## src/rtl/serial_add_ctrl_pkg.sv

```systemverilog
// Shared definitions for the serial adder sequencer: state encoding and slice width.
package serial_add_ctrl_pkg;

    // Width of the reused adder slice; each RUN step consumes this many operand bits.
    localparam int SLICE_W = 2;

    // 2'd3 is unused and steers back to IDLE through the next-state default.
    typedef enum logic [1:0] {
        IDLE = 2'd0,
        RUN  = 2'd1,
        DONE = 2'd2
    } state_t;

endpackage

```

## src/rtl/serial_add_ctrl_add_slice.sv

```systemverilog
// Combinational 2-bit ripple-carry adder slice, reused every step by the sequencer.
module add_slice
    import serial_add_ctrl_pkg::*;
(
    input  logic [SLICE_W-1:0] a,
    input  logic [SLICE_W-1:0] b,
    input  logic               ci,
    output logic [SLICE_W-1:0] s,
    output logic               co
);

    logic c_mid;

    // Two full-adder cells, carry rippling from bit 0 into bit 1.
    always_comb begin
        s[0]  = a[0] ^ b[0] ^ ci;
        c_mid = (a[0] & b[0]) | (ci & (a[0] ^ b[0]));
        s[1]  = a[1] ^ b[1] ^ c_mid;
        co    = (a[1] & b[1]) | (c_mid & (a[1] ^ b[1]));
    end

endmodule

```

## src/rtl/serial_add_ctrl.sv

```systemverilog
// Serial adder sequencer: adds two WIDTH-bit operands two bits per cycle
// through a single add_slice, LSB pair first.
//
//   state | meaning
//   IDLE  | waiting for start; sum/co hold the last result
//   RUN   | one slice step per cycle, N = WIDTH/2 steps
//   DONE  | one-cycle done pulse, result valid, back to IDLE
module serial_add_ctrl
    import serial_add_ctrl_pkg::*;
#(
    parameter int WIDTH = 8
) (
    input  logic             clk,
    input  logic             rst_n,
    input  logic             start,
    input  logic [WIDTH-1:0] a,
    input  logic [WIDTH-1:0] b,
    input  logic             ci,
    output logic             busy,
    output logic             done,
    output logic [WIDTH-1:0] sum,
    output logic             co
);

    localparam int N     = WIDTH / SLICE_W;
    localparam int CNT_W = (N > 1) ? $clog2(N) : 1;
    localparam logic [CNT_W-1:0] LAST = CNT_W'(N - 1);

    state_t             state;
    state_t             state_nxt;
    logic [CNT_W-1:0]   cnt;
    logic [WIDTH-1:0]   a_sh;
    logic [WIDTH-1:0]   b_sh;
    logic               carry;
    logic [SLICE_W-1:0] slice_s;
    logic               slice_co;
    logic               last_step;

    add_slice u_slice (
        .a  (a_sh[SLICE_W-1:0]),
        .b  (b_sh[SLICE_W-1:0]),
        .ci (carry),
        .s  (slice_s),
        .co (slice_co)
    );

    assign last_step = (cnt == LAST);

    // State register.
    always_ff @(posedge clk or negedge rst_n) begin
        if (!rst_n) begin
            state <= IDLE;
        end else begin
            state <= state_nxt;
        end
    end

    // Next-state decode and status outputs.
    always_comb begin
        state_nxt = IDLE;
        busy      = 1'b0;
        done      = 1'b0;
        case (state)
            IDLE: begin
                state_nxt = start ? RUN : IDLE;
            end
            RUN: begin
                busy      = 1'b1;
                state_nxt = last_step ? DONE : RUN;
            end
            DONE: begin
                busy      = 1'b1;
                done      = 1'b1;
                state_nxt = IDLE;
            end
            default: begin
                state_nxt = IDLE;
            end
        endcase
    end

    // Operand capture, per-step shifting, carry chaining and result assembly.
    // The counter stops at LAST rather than wrapping, since RUN exits there.
    always_ff @(posedge clk or negedge rst_n) begin
        if (!rst_n) begin
            cnt   <= '0;
            a_sh  <= '0;
            b_sh  <= '0;
            carry <= 1'b0;
            sum   <= '0;
            co    <= 1'b0;
        end else begin
            case (state)
                IDLE: begin
                    if (start) begin
                        a_sh  <= a;
                        b_sh  <= b;
                        carry <= ci;
                        cnt   <= '0;
                    end
                end
                RUN: begin
                    sum   <= {slice_s, sum[WIDTH-1:SLICE_W]};
                    carry <= slice_co;
                    a_sh  <= a_sh >> SLICE_W;
                    b_sh  <= b_sh >> SLICE_W;
                    if (last_step) begin
                        co <= slice_co;
                    end else begin
                        cnt <= cnt + CNT_W'(1);
                    end
                end
                default: begin
                end
            endcase
        end
    end

endmodule

```

## config.mk

```make
export PLATFORM = sky130hd
export DESIGN_NAME = serial_add_ctrl
export DESIGN_NICKNAME = d
export VERILOG_FILES = /design/src/rtl/serial_add_ctrl_pkg.sv /design/src/rtl/serial_add_ctrl_add_slice.sv /design/src/rtl/serial_add_ctrl.sv
export SDC_FILE = /design/constraint.sdc
export NUM_CORES = 1
export LEC_CHECK = 0
export BUFFER_PORTS_ARGS = -buffer_cell sky130_fd_sc_hd__buf_2
export CORE_MARGIN = 4
export CORE_UTILIZATION = 40
export DETAILED_ROUTE_END_ITERATION = 10
export GPL_TIMING_DRIVEN = 0
export HOLD_SLACK_MARGIN = 0.15
export PLACE_DENSITY_LB_ADDON = 0.3
export SLEW_MARGIN = 10
export SYNTH_ARGS = -nofsm -noshare
export SYNTH_HDL_FRONTEND = slang
export SYNTH_HIERARCHICAL = 1
export SYNTH_SLANG_ARGS = --single-unit
```

## constraint.sdc

```tcl
create_clock -name clk -period 1.6 [get_ports clk]
set_input_delay 0.32 -clock clk [delete_from_list [all_inputs] [get_ports clk]]
set_output_delay 0.32 -clock clk [all_outputs]
set_load 0.1 [all_outputs]
```

==> results of run 1 <==
## synth_stat cells (all sizes together)
cell type,n,area share (%)
nor3b,1,0.48
a31oi,4,1.6
o21bai,1,1.2
or2,1,0.40
buf,9,4.2
nand2,7,1.7
clkbuf,3,0.71
o21ai,7,2.2
a221o,13,8.2
a21oi,12,3.8
nor2,1,0.24
and2,1,0.40
inv,11,2.6
dfrtp,30,48
a22o,2,1.1
mux2,9,6.4
nand2b,13,5.2
nor2b,5,2.5
fa,2,2.5
nand3,12,3.8
ha,4,3.2
## power by group through the flow
stage | clock (uW) | sequential, uW | combinational (uW)
global placement | 0 | 1220 | 2550
detailed placement | 0 | 1240 | 2610
finish | 568 | 1230 | 3010
floorplan | 0 | 1990 | 1390
CTS | 577 | 1230 | 2800
global route | 605 | 1270 | 3230
## worst max-delay path by stage
stage | start | endpoint | slack (ps) | cells past startpoint
2_1_floorplan | a_sh[0]$_DFFE_PN0P_ | sum[7]$_DFFE_PN0P_ | -40 | 5
3_3_place_gp | a_sh[0]$_DFFE_PN0P_ | sum[7]$_DFFE_PN0P_ | -80 | 5
3_5_place_dp | a_sh[0]$_DFFE_PN0P_ | sum[7]$_DFFE_PN0P_ | -120 | 5
4_1_cts | carry$_DFFE_PN0P_ | sum[7]$_DFFE_PN0P_ | -80 | 5
5_1_grt | carry$_DFFE_PN0P_ | sum[7]$_DFFE_PN0P_ | -120 | 5
6_report | carry$_DFFE_PN0P_ | sum[7]$_DFFE_PN0P_ | -80 | 5
## critical path, stage by stage (launching register included)
cell,delay (ps)
dfrtp_1,360
inv_2,50
fa_2,380
fa_1,490
inv_1,40
mux2_4,250
## cell type report
cell class / instances / area, sq um / area share (%)
Buffer: 11 / 83.8 / 4.09
Clock buffer: 7 / 76.3 / 3.72
Inverter: 11 / 41.3 / 2.01
Multi-Input combinational cell: 95 / 737 / 35.9
Sequential cell: 30 / 751 / 36.6
Tap cell: 48 / 60.1 / 2.93
Timing Repair Buffer: 44 / 303 / 14.8
## cell families after synthesis
group                      count (synthesis)  share of synthesized area [%]
AOI/OAI and AO/OA                         39                           18.2
adders and majority gates                  6                           5.71
buffers and inverters                     23                           7.53
DFF                                       30                           47.6
muxes                                      9                           6.42
and+or+nand+nor                           41                           14.6
## metal layers
metal | track usage [%] | part of all wire (%) | vias to the layer above
met5 | 0 | 0 | -
met4 | 6.26 | 1.9 | 0
met3 | 4.12 | 5.6 | 7
met2 | 25.2 | 48 | 38
met1 | 20.0 | 45 | 614
li1 | - | - | 620
## state kept, by name, indices dropped and copies added, names as in the netlist
register and count:
carry 1, cnt 2, b_sh 8, sum 8, state 2, a_sh 8, co 1
## through the flow
stage,util (%),power [uW],area (sq um)
4_1_cts,52.1,4610,1950
6_report,54.8,4800,2050
2_1_floorplan,-,3370,1580
3_5_place_dp,47.7,3850,1790
5_1_grt,54.8,5100,2050
3_3_place_gp,47.7,3770,1790
## layout by cell type (no fill, tap or decap), types with 2 or more instances in the layout
cell and instances:
nand2_1 7, clkbuf_1 2, a31oi_1 4, ha_1 2, a221o_1 13, nor2b_1 4
buf_2 30, a22o_1 2, inv_2 4, buf_6 3, nand2b_1 13, dfrtp_1 30
buf_4 16, nand3_1 12, a21oi_1 12, inv_1 7, o21ai_0 7, mux2_2 8
clkbuf_8 5
## what timing repair did
| action | in CTS | in global routing |
|---|---|---|
| pin swaps | 2 | 3 |
| gates cloned | 0 | 2 |
| resized for setup | 13 | 16 |
| setup endpoints to repair | 15 | 17 |
| endpoints found under the hold margin | 30 | 0 |
| buffers inserted | 7 | 5 |
| hold buffers | 1 | 0 |
==> results.py, run 1 <==
metrics = {
    "worst_setup_path": {
        "cp-start-kind": "register",
        "crit_path_end_kind": "register",
        "ff2ff_setup_slack_ps": -80,
        "crit_arrival_ps": 1840,
        "reg2reg_depth": 5,
        "rr_endpoint": "sum[7]$_DFFE_PN0P_",
        "required_ps": 1760,
        "cp_max_fo": 2,
        "r2r-start": "carry$_DFFE_PN0P_",
        "criticalPathCategory": "register to register",
    },
    "sta": {
        "finalSetupViolations": 1,
        "hold_violations": 0,
        "timing.hold.ws_ps": 354,
        "min_period_ps": 1680,
        "finalClockSkew_ps": 5.71,
        "tightest_slew_ps": 703,
        "finalCritPeriodShare_pct": 105,
        "rsz0062_at_grt": "true",
        "fin_ws_ps": -75.1,
        "final.setup.tns_ps": -75.1,
        "slew_viol_final": 0,
        "slew_headroom_pct": 53.1,
        "max_clock_freq_mhz": 597,
    },
    "power_and_ir_drop": {
        "pwr-share-comb_pct": 62.6,
        "clkPwrFrac_pct": 11.8,
        "intPower_uw": 2460,
        "swShare_pct": 48.9,
        "power.density_nw_per_um2": 2340,
        "p_switching_uw": 2350,
        "leakagePower_uw": 0.000970,
        "power.share.sequential_pct": 25.6,
        "max-vdd-ir-drop_mv": 0.892,
    },
    "final_layout": {
        "drive_gt1_share_pct": 39.9,
        "nets": 224,
        "instances_no_fill": 246,
        "n_antenna_cell": 0,
        "areaGrowthSynthToFinish_pct": 30.1,
        "nFillCells": 345,
    },
    "run_status": {
        "status": "finished with violations",
        "failed_checks": "negative setup slack",
    },
    "logic_synthesis": {
        "syn_nets": 174,
        "yosysUniqueCellTypes": 24,
        "synth_seq_cells": 30,
        "synth_area_sq_um": 1580,
        "yosysWarnings": 6,
        "ys_seq_area_share_pct": 47.6,
        "syn_area_per_cell_sq_um": 10.7,
        "syn-instance-count": 148,
    },
    "floorplanning": {
        "die_h_um": 70.8,
        "num_rows": 22,
        "dieArea_sq_um": 5010,
        "fp.dieW_um": 70.8,
        "core-area_sq_um": 3740,
        "pin_count": 31,
        "initial_core_util_pct": 42.1,
    },
    "routing": {
        "viasPerCell": 5.20,
        "via_count": 1279,
        "drt_iter0_drc": 43,
        "post_drt_wl_per_cell_um": 15.3,
        "antenna_left": 0,
        "drc_errors": 0,
        "wirelength_um": 3750,
        "dr.pass1.iters": 4,
    },
    "placed_design": {
        "post-place-ws_ps": -123,
        "portBuffers": 29,
        "dp.cells": 225,
        "hpwl_um": 2400,
        "place_congestion": 0.726,
    },
    "clocking": {
        "cts_sinks": 30,
        "cts_buffers": 5,
        "insertion_delay_ps": 280,
        "cts_root_buf": "clkbuf_8",
        "h-tree-depth": 2,
        "ctsLongestPathBuffers": 2,
        "cts_tree": "yes",
        "clk_pin_slew_worst_paths_ps": 60,
    },
    "global_route": {
        "grt_usage_pct": 15.7,
        "overflow": 0,
        "grt_max_degree": 31,
        "grt_pass1_vias": 1358,
        "antenna_found_initial": 0,
        "grt_pass1_wl_um": 6100,
    },
    "min_path": {
        "whs_path_depth": 3,
        "min_to": "b_sh[6]$_DFFE_PN0P_",
        "hold_class": "primary input to register",
        "hp-start": "b[6]",
    },
    "run": {
        "max_cap_viol_count": 0,
    },
}
(Power assumes the default switching activity.)
==> inputs of run 2 (changes only) <==
--- a/config.mk
+++ b/config.mk
@@ -6,14 +6,14 @@
 export NUM_CORES = 1
 export LEC_CHECK = 0
 export BUFFER_PORTS_ARGS = -buffer_cell sky130_fd_sc_hd__buf_2
-export CORE_MARGIN = 4
+export CORE_MARGIN = 10
 export CORE_UTILIZATION = 40
 export DETAILED_ROUTE_END_ITERATION = 10
 export GPL_TIMING_DRIVEN = 0
 export HOLD_SLACK_MARGIN = 0.15
+export MAX_ROUTING_LAYER = met4
 export PLACE_DENSITY_LB_ADDON = 0.3
 export SLEW_MARGIN = 10
 export SYNTH_ARGS = -nofsm -noshare
 export SYNTH_HDL_FRONTEND = slang
-export SYNTH_HIERARCHICAL = 1
 export SYNTH_SLANG_ARGS = --single-unit
==> results.py, run 2 <==
metrics = {
    "clocking": {
        "cts_tree": "yes",
        "clk_pin_slew_worst_paths_ps": 60,
        "cts_buffers": 5,
        "cts_root_buf": "clkbuf_8",
        "ctsLongestPathBuffers": 2,
        "h-tree-depth": 2,
        "cts_sinks": 30,
        "insertion_delay_ps": 280,
    },
    "logic_synthesis": {
        "synth_seq_cells": 30,
        "synth_xor_xnor_area_share_pct": 0,
        "synth_edf_count": 0,
        "ys_seq_area_share_pct": 48.9,
        "synth_compound_area_share_pct": 19.2,
        "async_flop_share_pct": 100,
        "synthAdderAreaFrac_pct": 5.87,
        "ys_top_cells_by_area": "dfrtp_1 49%, a221o_1 7.2%, nand2b_1 4.5%",
        "synthFlopType": "dfrtp_1",
        "syn_nets": 173,
        "syn_area_per_cell_sq_um": 10.4,
        "syn-instance-count": 147,
        "synth_top_area_cell": "dfrtp_1",
        "ys_top_cells_by_count": "30 x dfrtp_1, 11 x a21oi_1, 11 x a221o_1, 11 x nand2_1, 11 x nand2b_1",
        "synth_top_cell_area_share_pct": 48.9,
        "yosysUniqueCellTypes": 26,
        "synth_top_family_by_area": "compound AO/OA/AOI/OAI gates",
        "synth_area_sq_um": 1530,
        "yosysMostFrequentCell": "dfrtp_1",
        "synthSimpleGateAreaFrac_pct": 15.0,
        "muxShareOfSynthArea_pct": 4.40,
        "yosysWarnings": 0,
    },
    "final_layout": {
        "multiInputGateArea_sq_um": 709,
        "areaGrowthSynthToFinish_pct": 24.7,
        "layout_common_cells": "30 x dfrtp_1, 28 x buf_2",
        "layout_commonest_cell": "dfrtp_1",
        "nets": 213,
        "nFillCells": 353,
        "ff_latch_area_sq_um": 751,
        "reg.largest.list": "a_sh x8, b_sh x8, sum x8",
        "n_antenna_cell": 0,
        "drive_gt1_share_pct": 35.6,
    },
    "sta": {
        "slew_headroom_pct": 54.7,
        "min_period_ps": 1540,
        "slew_viol_final": 0,
        "tightest_slew_ps": 679,
        "max_clock_freq_mhz": 649,
        "hold_violations": 0,
        "fin_ws_ps": 58.3,
        "finalCritPeriodShare_pct": 96.4,
        "finalClockSkew_ps": 4.02,
        "finalSetupViolations": 0,
    },
    "run_status": {
        "status": "finished, final reports clean",
    },
    "worst_setup_path": {
        "worstSetupStartpoint": "state[0]$_DFF_PN0_",
        "max_stage_delay_ps": 390,
        "crit_slowest_cell": "dfrtp_1",
        "cp-start-kind": "register",
        "ff2ff_setup_slack_ps": 60,
        "cp_cell_sequence": "inv_2 -> ha_4 -> nor2b_1 -> buf_4 -> nor2_4 -> buf_6 -> a221o_1",
        "r2r-start": "state[0]$_DFF_PN0_",
        "rr_endpoint": "b_sh[1]$_DFFE_PN0P_",
        "reg2reg_depth": 7,
        "criticalPathCategory": "register to register",
        "crit_family": "buffers and inverters",
        "path_buf_inv": 3,
        "required_ps": 1760,
        "crit_arrival_ps": 1710,
        "crit_path_end_kind": "register",
        "cp_max_fo": 10,
    },
    "global_route": {
        "antenna_found_initial": 0,
        "grt_pass1_vias": 1232,
        "overflow": 0,
        "grt_pass1_wl_um": 5710,
        "grt_max_degree": 31,
        "grt_usage_pct": 11.4,
    },
    "routing": {
        "viasPerCell": 5.32,
        "drt_iter0_drc": 65,
        "post_drt_wl_per_cell_um": 15.4,
        "antenna_left": 0,
        "drc_errors": 0,
        "dr.pass1.iters": 4,
        "wirelength_um": 3630,
        "via_count": 1256,
    },
    "placed_design": {
        "hpwl_um": 2610,
        "place_congestion": 0.837,
        "post-place-ws_ps": -99.1,
        "portBuffers": 29,
    },
    "min_path": {
        "hold_class": "primary input to register",
        "hp-start": "b[6]",
        "min_to": "b_sh[6]$_DFFE_PN0P_",
        "whs_path_depth": 3,
    },
    "floorplanning": {
        "pin_count": 31,
        "core-area_sq_um": 3690,
        "initial_core_util_pct": 41.6,
        "die_h_um": 81.9,
        "num_rows": 22,
        "fp.dieW_um": 81.9,
        "dieArea_sq_um": 6710,
    },
    "run": {
        "max_cap_viol_count": 0,
    },
}
-- run 2: cell type report --
cell class / count / area share, %
multi-input combinational: 96 / 37.1
sequential: 30 / 39.2
clock buffer: 7 / 4.51
inverter: 10 / 2.09
timing repair buffer: 33 / 9.74
buffer: 11 / 3.92
tap: 48 / 3.14
clock inverter: 1 / 0.262
-- run 2: worst max path at each step --
stage | endpoint | slack, ps | cells after the start
2_1_floorplan | busy | 60 | 2
3_3_place_gp | b_sh[5]$_DFFE_PN0P_ | -50 | 7
3_5_place_dp | b_sh[1]$_DFFE_PN0P_ | -100 | 7
4_1_cts | b_sh[1]$_DFFE_PN0P_ | -8 | 7
5_1_grt | b_sh[4]$_DFFE_PN0P_ | -10 | 7
6_report | b_sh[1]$_DFFE_PN0P_ | 60 | 7
-- run 2: cells by family (layout without fill, tap and decap cells) --
| logic type | after synthesis | in the layout |
|---|---|---|
| compound gates | 41 | 41 |
| fa+ha+maj | 6 | 6 |
| buf+inv | 21 | 62 |
| flops | 30 | 30 |
| mux | 6 | 6 |
| simple gates | 43 | 43 |
-- run 2: routing by layer --
layer	GRT usage, %	part of all wire (%)	vias up
met5	-	0	-
met4	4.76	0.52	0
met3	3.93	6.1	6
met2	17.3	48	36
met1	13.4	45	614
li1	-	-	600
-- run 2: metrics by stage --
| stage | std cells | util [%] | cell area, sq um | setup TNS, ps | hold slack, ps |
|---|---|---|---|---|---|
| 6_report | 236 | 51.9 | 1910 | 0 | 342 |
| 3_3_place_gp | 224 | 47.2 | 1740 | -413 | 388 |
| 4_1_cts | 233 | 50.7 | 1870 | -8.28 | 337 |
| 5_1_grt | 236 | 51.9 | 1910 | -28.7 | 369 |
| 2_1_floorplan | 147 | - | 1530 | 0 | 24.4 |
| 3_5_place_dp | 224 | 47.2 | 1740 | -819 | 386 |
-- run 2: what timing repair did --
action / CTS / global route
cloned: 0 / 0
buffers inserted: 0 / 3
endpoints found under the setup margin: 15 / 13
hold endpoints to repair: 30 / 0
hold buffers: 1 / 0
gates resized for setup: 10 / 10
-- run 2: worst reg2reg max path, stage by stage, from the launching register on --
cell and delay, ps:
dfrtp_1 390, inv_2 90, ha_4 160, nor2b_1 130
buf_4 170, nor2_4 60, buf_6 140, a221o_1 300
Power of run 2 is left out: the tool's default activity adds up to more than one toggle a clock period on the data nets, which glitch-free logic cannot reach.
==> inputs of run 3 (changes only) <==
--- a/config.mk
+++ b/config.mk
@@ -5,6 +5,7 @@
 export SDC_FILE = /design/constraint.sdc
 export NUM_CORES = 1
 export LEC_CHECK = 0
+export ABC_AREA = 1
 export BUFFER_PORTS_ARGS = -buffer_cell sky130_fd_sc_hd__buf_2
 export CORE_MARGIN = 10
 export CORE_UTILIZATION = 40
==> results.py, run 3 <==
metrics = {
    "worst_setup_path": {
        "max_stage_delay_ps": 400,
        "cp.depth": 3,
        "cp_cell_sequence": "inv_1 -> ha_1 -> buf_6",
        "required_ps": 1280,
        "cp_max_fo": 2,
        "ff2ff_setup_slack_ps": 60,
        "reg2reg_depth": 4,
        "crit_slowest_cell": "dfrtp_1",
        "path_buf_inv": 2,
        "r2r-start": "a_sh[0]$_DFFE_PN0P_",
        "cp-start-kind": "register",
        "crit_family": "flip-flops",
        "crit_arrival_ps": 1250,
        "criticalPathCategory": "register to primary output",
        "crit_path_end_kind": "primary output",
        "rr_endpoint": "sum[7]$_DFFE_PN0P_",
    },
    "sta": {
        "finalClockSkew_ps": 6.92,
        "tightest_slew_ps": 660,
        "finalCritPeriodShare_pct": 98.0,
        "rsz0062_at_grt": "true",
        "min_period_ps": 1570,
        "slew_viol_final": 0,
        "finalSetupViolations": 0,
        "max_clock_freq_mhz": 638,
        "hold_violations": 0,
        "slew_headroom_pct": 56.0,
    },
    "global_route": {
        "grt_max_degree": 31,
        "antenna_found_initial": 0,
        "grt_pass1_wl_um": 5480,
        "grt_pass1_vias": 1256,
        "grt_usage_pct": 11.1,
        "overflow": 0,
    },
    "floorplanning": {
        "core-area_sq_um": 3420,
        "fp.dieW_um": 80.2,
        "pin_count": 31,
        "dieArea_sq_um": 6440,
        "die_h_um": 80.2,
        "initial_core_util_pct": 42.5,
        "num_rows": 21,
    },
    "clocking": {
        "ctsLongestPathBuffers": 2,
        "cts_tree": "yes",
        "cts_buffers": 5,
        "insertion_delay_ps": 330,
        "cts_sinks": 30,
        "clk_pin_slew_worst_paths_ps": 90,
        "h-tree-depth": 2,
        "cts_root_buf": "clkbuf_4",
    },
    "min_path": {
        "min_to": "a_sh[6]$_DFFE_PN0P_",
        "hold_class": "primary input to register",
        "hp-start": "a[6]",
        "whs_path_depth": 3,
    },
    "final_layout": {
        "nFillCells": 361,
        "layout_common_cells": "83 x nand2_1, 31 x buf_2, 30 x dfrtp_1",
        "drive_gt1_share_pct": 23.6,
        "fin_util_pct": 51.8,
        "layout_commonest_cell": "nand2_1",
        "reg.largest.list": "a_sh x8, b_sh x8, sum x8",
        "n_antenna_cell": 0,
        "nets": 241,
        "ff_latch_area_sq_um": 751,
        "areaGrowthSynthToFinish_pct": 21.8,
        "multiInputGateArea_sq_um": 591,
    },
    "logic_synthesis": {
        "async_flop_share_pct": 100,
        "synth_edf_count": 0,
        "syn_area_per_cell_sq_um": 8.20,
        "ys_top_cells_by_count": "83 x nand2_1, 30 x dfrtp_1, 16 x nand3_1, 15 x inv_1, 11 x o21ai_0",
        "ys_seq_area_share_pct": 51.7,
        "synth_top_area_cell": "dfrtp_1",
        "syn_nets": 203,
        "synth_area_sq_um": 1450,
        "yosysMostFrequentCell": "nand2_1",
        "syn-instance-count": 177,
        "yosysWarnings": 0,
        "synth_seq_cells": 30,
        "synth_top_cell_area_share_pct": 51.7,
        "ys_top_cells_by_area": "dfrtp_1 52%, nand2_1 21%, nand3_1 5.5%",
        "yosysUniqueCellTypes": 14,
        "synthFlopType": "dfrtp_1",
    },
    "routing": {
        "viasPerCell": 4.51,
        "via_count": 1181,
        "dr.pass1.iters": 4,
        "drc_errors": 0,
        "antenna_left": 0,
        "wirelength_um": 3130,
        "post_drt_wl_per_cell_um": 12.0,
        "drt_iter0_drc": 98,
    },
    "placed_design": {
        "portBuffers": 30,
        "place_congestion": 0.804,
        "hpwl_um": 2270,
    },
    "run_status": {
        "status": "finished, final reports clean",
    },
    "run": {
        "max_cap_viol_count": 0,
    },
}
-- run 3: cell types whose count changed in the layout (fill, tap and decap cells not counted), moves of 5 or more --
cell	delta
nand2b_1	-11
nand2_1	+72
inv_1	+8
a21oi_1	-11
nor2b_1	-5
buf_4	-8
mux2_2	-6
clkbuf_8	-5
a221o_1	-11
nand3_1	+6
-- run 3: metrics by stage --
stage	TNS, ps	setup WS, ps	hold WS (ps)	area, sq um	instances
after global placement	0	97.3	391	1660	253
final	0	32.7	227	1770	262
after global routing	-20.9	-20.9	243	1770	262
after detailed placement	0	95.0	388	1660	253
after CTS	0	2.91	219	1750	262
after floorplan	0	64.4	24.4	1450	177
-- run 3: final cells by class --
class	count	share of cell area [%]
Sequential cell	30	42.5
Multi-Input combinational cell	123	33.4
Timing Repair Buffer	31	10.3
Buffer	8	3.82
Inverter	16	3.40
Tap cell	46	3.26
Clock buffer	7	3.11
Clock inverter	1	0.283
-- run 3: how the worst max path moves through the flow --
stage / startpoint / endpoint / slack (ps)
floorplan: state[0]$_DFF_PN0_ / busy / 60
global placement: a_sh[0]$_DFFE_PN0P_ / sum[7]$_DFFE_PN0P_ / 100
CTS: state[1]$_DFF_PN0_ / busy / 3
detailed placement: a_sh[0]$_DFFE_PN0P_ / carry$_DFFE_PN0P_ / 90
finish: state[0]$_DFF_PN0_ / done / 30
global route: state[0]$_DFF_PN0_ / done / -20
-- run 3: metal layers --
metal	GRT usage [%]	vias up	wire [um]
met5	-	-	0
met4	4.75	0	58
met3	3.79	7	205
met2	17.0	30	1440
met1	12.9	523	1430
li1	-	621	-
-- run 3: cell families (layout without fill, tap and decap cells) --
kind of cell / Yosys count / after routing / share of synthesized area, %
AND/OR/NAND/NOR: 102 / 102 / 28.1
flip-flops: 30 / 30 / 51.7
buffers and inverters: 24 / 63 / 8.79
AO/OA/AOI/OAI: 15 / 15 / 5.17
adder cells (fa/ha/maj): 6 / 6 / 6.21
-- run 3: timing repair --
item / CTS / global route
endpoints found under the hold margin: 30 / 0
setup endpoints to repair: 2 / 4
hold buffers: 1 / 0
resized for setup: 5 / 4
buffers inserted: 0 / 0
cloned: 0 / 0
-- run 3: tightest hold or removal path: stages --
cell     delay, ps
buf_2           90
inv_1           30
o21ai_0         70
Power of run 3 is left out for the same reason.
